$ cat config.mk
export PLATFORM = sky130hd
export DESIGN_NAME = mem_arbiter
export DESIGN_NICKNAME = d
export VERILOG_FILES = /design/src/rtl/mem_arbiter.sv
export SDC_FILE = /design/constraint.sdc
export NUM_CORES = 1
export LEC_CHECK = 0
export BUFFER_PORTS_ARGS = -buffer_cell sky130_fd_sc_hd__buf_2
export CORE_ASPECT_RATIO = 0.6
export CORE_MARGIN = 5
export CORE_UTILIZATION = 33
export DETAILED_ROUTE_END_ITERATION = 8
export GPL_ROUTABILITY_DRIVEN = 0
export GPL_TIMING_DRIVEN = 0
export PLACE_DENSITY = 0.75
export SKIP_LAST_GASP = 1
export SYNTH_ARGS = -nofsm -noshare
export SYNTH_HDL_FRONTEND = slang
export SYNTH_SLANG_ARGS = --single-unit
$ cat constraint.sdc
create_clock -name clk -period 3.4 [get_ports clk]
set_clock_uncertainty 0.05 [all_clocks]
set_input_delay 0.17 -clock clk [delete_from_list [all_inputs] [get_ports clk]]
set_output_delay 0.17 -clock clk [all_outputs]
set_load 0.05 [all_outputs]
$ cat src/rtl/mem_arbiter.sv
// mem_arbiter
// Merges the CPU's separate instruction and data memory ports onto a single
// shared, multi-cycle memory port. Each CPU port has a one-deep pending slot
// that captures a single-cycle request. The arbiter issues one memory
// transaction at a time and steers the response back to the originating port.
//
// Parameters:
//   D_PRIORITY  1 = data slot issues first when both are pending in IDLE,
//               0 = instruction slot issues first
//
// Ports:
//   clk, rst                 clock; asynchronous active-high reset
//   imem_addr/rmask          instruction request (rmask != 0 means request)
//   imem_rdata/resp          instruction response (resp is a 1-cycle pulse)
//   dmem_addr/rmask/wmask/wdata  data request (rmask|wmask != 0 means request)
//   dmem_rdata/resp          data response (resp is a 1-cycle pulse)
//   mem_addr/rmask/wmask/wdata   shared memory issue (masks nonzero 1 cycle)
//   mem_rdata/resp           shared memory response
//   err                      sticky protocol-violation flag
module mem_arbiter #(
    parameter bit D_PRIORITY = 1'b1
) (
    input  logic        clk,
    input  logic        rst,
    input  logic [31:0] imem_addr,
    input  logic [3:0]  imem_rmask,
    output logic [31:0] imem_rdata,
    output logic        imem_resp,
    input  logic [31:0] dmem_addr,
    input  logic [3:0]  dmem_rmask,
    input  logic [3:0]  dmem_wmask,
    input  logic [31:0] dmem_wdata,
    output logic [31:0] dmem_rdata,
    output logic        dmem_resp,
    output logic [31:0] mem_addr,
    output logic [3:0]  mem_rmask,
    output logic [3:0]  mem_wmask,
    output logic [31:0] mem_wdata,
    input  logic [31:0] mem_rdata,
    input  logic        mem_resp,
    output logic        err
);

    typedef enum logic [1:0] {
        IDLE,
        BUSY_I,
        BUSY_D
    } state_t;

    state_t state;
    state_t state_next;

    logic        i_valid;
    logic [31:0] i_addr;
    logic [3:0]  i_rmask;

    logic        d_valid;
    logic [31:0] d_addr;
    logic [3:0]  d_rmask;
    logic [3:0]  d_wmask;
    logic [31:0] d_wdata;

    logic i_req;
    logic d_req;
    logic i_busy;
    logic d_busy;
    logic i_capture;
    logic d_capture;
    logic issue_i;
    logic issue_d;
    logic violation;

    // A port is "busy" while its slot holds a request or its transaction is
    // outstanding; any new request on a busy port is dropped and flagged.
    assign i_req     = (|imem_rmask);
    assign d_req     = (|dmem_rmask) | (|dmem_wmask);
    assign i_busy    = i_valid || (state == BUSY_I);
    assign d_busy    = d_valid || (state == BUSY_D);
    assign i_capture = i_req && !i_busy;
    assign d_capture = d_req && !d_busy;

    assign violation = (i_req && i_busy) || (d_req && d_busy) ||
                       ((state == IDLE) && mem_resp);

    // Instruction slot. Capture needs an empty slot and issue needs a full
    // one, so the two can never collide on the same edge.
    always_ff @(posedge clk or posedge rst) begin
        if (rst) begin
            i_valid <= 1'b0;
            i_addr  <= '0;
            i_rmask <= '0;
        end else if (i_capture) begin
            i_valid <= 1'b1;
            i_addr  <= imem_addr;
            i_rmask <= imem_rmask;
        end else if (issue_i) begin
            i_valid <= 1'b0;
        end
    end

    always_ff @(posedge clk or posedge rst) begin
        if (rst) begin
            d_valid <= 1'b0;
            d_addr  <= '0;
            d_rmask <= '0;
            d_wmask <= '0;
            d_wdata <= '0;
        end else if (d_capture) begin
            d_valid <= 1'b1;
            d_addr  <= dmem_addr;
            d_rmask <= dmem_rmask;
            d_wmask <= dmem_wmask;
            d_wdata <= dmem_wdata;
        end else if (issue_d) begin
            d_valid <= 1'b0;
        end
    end

    always_ff @(posedge clk or posedge rst) begin
        if (rst) begin
            state <= IDLE;
        end else begin
            state <= state_next;
        end
    end

    always_ff @(posedge clk or posedge rst) begin
        if (rst) begin
            err <= 1'b0;
        end else if (violation) begin
            err <= 1'b1;
        end
    end

    // A mem_resp seen in IDLE is a protocol error only; it does not block an
    // issue in the same cycle.
    always_comb begin
        state_next = state;
        issue_i    = 1'b0;
        issue_d    = 1'b0;
        case (state)
            IDLE: begin
                if (d_valid && (D_PRIORITY || !i_valid)) begin
                    issue_d    = 1'b1;
                    state_next = BUSY_D;
                end else if (i_valid) begin
                    issue_i    = 1'b1;
                    state_next = BUSY_I;
                end
            end
            BUSY_I: begin
                if (mem_resp) begin
                    state_next = IDLE;
                end
            end
            BUSY_D: begin
                if (mem_resp) begin
                    state_next = IDLE;
                end
            end
            default: begin
                state_next = IDLE;
            end
        endcase
    end

    // The memory side is driven only from slot registers, never directly from
    // CPU inputs, and is all-zero outside the single issue cycle.
    always_comb begin
        mem_addr  = '0;
        mem_rmask = '0;
        mem_wmask = '0;
        mem_wdata = '0;
        if (issue_d) begin
            mem_addr  = d_addr;
            mem_rmask = d_rmask;
            mem_wmask = d_wmask;
            mem_wdata = d_wdata;
        end else if (issue_i) begin
            mem_addr  = i_addr;
            mem_rmask = i_rmask;
        end
    end

    // Responses are combinational from mem_resp so the CPU sees them in the
    // same cycle the memory answers.
    always_comb begin
        imem_resp  = (state == BUSY_I) && mem_resp;
        dmem_resp  = (state == BUSY_D) && mem_resp;
        imem_rdata = imem_resp ? mem_rdata : '0;
        dmem_rdata = dmem_resp ? mem_rdata : '0;
    end

endmodule
==> results.json <==
{
  "start_util": 0.335,
  "first_global_vias": 5671,
  "clk_pin_slew_worst_paths_ps": 60,
  "yosys-top-cells-count": "dfrtp_1, and3_1, mux2_4, a22o_1, mux2_2",
  "die_h_um": 112,
  "sequentialPowerShare": 0.237,
  "drv_cap": 0,
  "tightest_slew_ps": 732,
  "min_path_type": "primary input to register",
  "p_comb_frac": 0.582,
  "p_int_mw": 5.56,
  "cts_max_level": 4,
  "crit_path_start": "state[0]",
  "sw_frac_of_total": 0.459,
  "cp-endpoint": "mem_addr[30]",
  "cp_slowest_stage_delay_ps": 560,
  "power.total_mw": 10.3,
  "grt-ovfl-total": 0,
  "critPathRequiredTime_ps": 3180,
  "synth_edf_count": 0,
  "start_kind": "register",
  "cts_tree": "built",
  "synth.most_common_cell": "dfrtp_1",
  "slew_violations": 0,
  "post-place-ws_ps": 638,
  "yosysTopAreaCell": "dfrtp_1",
  "clockRootBuffer": "clkbuf_16",
  "avgViaCountPerCell": 4.74,
  "reg2reg_to": "i_addr[4]",
  "pwr-share-clk": 0.181,
  "die_x_um": 180,
  "drt-initial-drc-count": 258,
  "cpMostUsedCell": "clkbuf_1",
  "ys_seq_area_frac": 0.495,
  "fmax_ghz": 0.330,
  "ys_types": 22,
  "r2r_start": "state[1]",
  "num_vias": 5134,
  "cpLargestDelayFamily": "buffers and inverters",
  "cts_setup_buffers": 0,
  "area_growth_pct": 60.3,
  "ant_nets": 0,
  "power_density_nw_per_um2": 1120,
  "r2r_slack_ps": 1170,
  "synth_flop_cell": "dfrtp_1",
  "synth_warnings": 0,
  "period_needed_ps": 3030,
  "cp_max_fo": 10,
  "antennaDiodeCount": 0,
  "setup_viol": 0,
  "ff2ff_path_depth": 7,
  "p_leak_nw": 4.97,
  "dr.pass1.iters": 4,
  "grt_start_max_net_pins": 59,
  "switching_power_mw": 4.71,
  "die_area_um2": 20100,
  "drc_errors": 0,
  "grt_usage": 0.189,
  "fillers": 1435,
  "ys_seq_elements": 113,
  "grt_pass1_wl_um": 31000,
  "syn_area_um2": 5710,
  "arrival_ps": 2810,
  "setup_ws_ps": 370,
  "netlist_instances": 428,
  "crit_type": "register to output pin",
  "port_buffers": 281,
  "clk_latency_ps": 390,
  "crit_slowest_cell": "clkbuf_1",
  "min_period_over_period": 0.891,
  "layout-drive-gt1-share": 0.512,
  "numClockSinks": 113,
  "path_depth": 7,
  "crit_path_end_kind": "output pin",
  "vdd_ir_drop_max_v": 0.000643,
  "cp_num_buf_inv": 4,
  "syn_nets": 574,
  "core_area_um2": 17000,
  "antenna_found_initial": 0,
  "outcome": "completed",
  "nNetsFinal": 983,
  "numCtsBuffers": 17,
  "finalWirelength_um": 19400,
  "worstPathCellList": "inv_1, ha_1, and2_1, clkbuf_1, clkbuf_1, a22o_1, buf_2",
  "post_drt_wl_per_cell_um": 17.9,
  "hold_violations": 0,
  "synth_area_leaders": "dfrtp_1, mux2_4, and3_1, mux2_2, a22o_1",
  "place_hpwl_um": 12900,
  "syn_area_per_cell_um2": 13.3,
  "rsz0062_at_grt": "no",
  "pin_count": 282,
  "ys_async_sr_fraction": 1.00,
  "netlist.area_leader.share": 0.495,
  "max_slew_margin": 0.512,
  "rows": 37,
  "cts_buffer_depth": 2
}
-- power by group through the flow --
stage	registers, mW	clock network [mW]	logic [mW]
floorplan	2.31	0	4.70
finish	2.43	1.86	5.98
global route	2.51	1.99	6.29
detailed placement	2.42	0	5.86
CTS	2.41	1.91	5.96
global placement	2.40	0	5.79
-- kinds of logic after synthesis --
group	count (synthesis)	synth area share
adders and majority gates	3	0.00658
AOI/OAI and AO/OA	45	0.0660
DFF	113	0.495
muxes	107	0.256
buffers and inverters	45	0.0517
and+or+nand+nor	115	0.124
-- cells in the final DEF, fill, tap and decap left out, drive strengths merged, types with 4 or more instances in the layout --
cell and count:
nor2 4, and3 100, dlygate4sd3 108, a22o 38
mux2 107, buf 294, dfrtp 113, inv 9
clkbuf 47
-- metal layers --
layer / vias to the layer above / GRT usage / share of wire
met5: - / 0 / 0
met4: 0 / 0.0604 / 0.021
met3: 30 / 0.0447 / 0.055
met2: 207 / 0.321 / 0.48
met1: 2506 / 0.240 / 0.44
li1: 2391 / - / -
-- flip-flops by register name (all words and copies together) (netlist names) --
signal,flops
d_addr,32
i_rmask,4
d_valid,1
state,2
i_valid,1
d_wdata,32
i_addr,32
err,1
d_wmask,4
d_rmask,4
-- worst min path at each step --
stage	from	end	slack, ps	cells after the start
floorplan	imem_rmask[0]	i_rmask[0]	260	1
global placement	dmem_wdata[26]	d_wdata[26]	350	2
detailed placement	rst	i_addr[24]	290	2
CTS	dmem_wmask[3]	d_wmask[3]	0.7	2
global route	dmem_wmask[3]	d_wmask[3]	2	2
finish	dmem_wmask[3]	d_wmask[3]	6	2
-- metrics by stage --
| step | cells | setup TNS (ps) | hold slack [ps] | util | instance area [um^2] |
|---|---|---|---|---|---|
| floorplan | 428 | 0 | 260 | - | 5710 |
| global placement | 943 | -125610 | 351 | 0.435 | 7410 |
| detailed placement | 944 | 0 | 293 | 0.437 | 7440 |
| CTS | 1084 | 0 | 0.743 | 0.537 | 9150 |
| global route | 1084 | 0 | 1.72 | 0.537 | 9150 |
| finish | 1084 | 0 | 5.69 | 0.537 | 9150 |
-- area by class of cell --
type                            instances  area [um^2]  share of cell area
Sequential cell                       113         2830               0.309
Tap cell                              234          293              0.0320
Multi-Input combinational cell        270         2590               0.283
Clock buffer                           19          453              0.0495
Inverter                                5         21.3             0.00233
Clock inverter                         13          174              0.0190
Timing Repair Buffer                  390         2510               0.275
Buffer                                 40          277              0.0302
-- timing repair --
action,4_1_cts,5_1_grt
resized for setup,0,1
hold buffers,108,0
endpoints found under the hold margin,162,0
setup endpoints to repair,0,8
(Power assumes the default switching activity.)
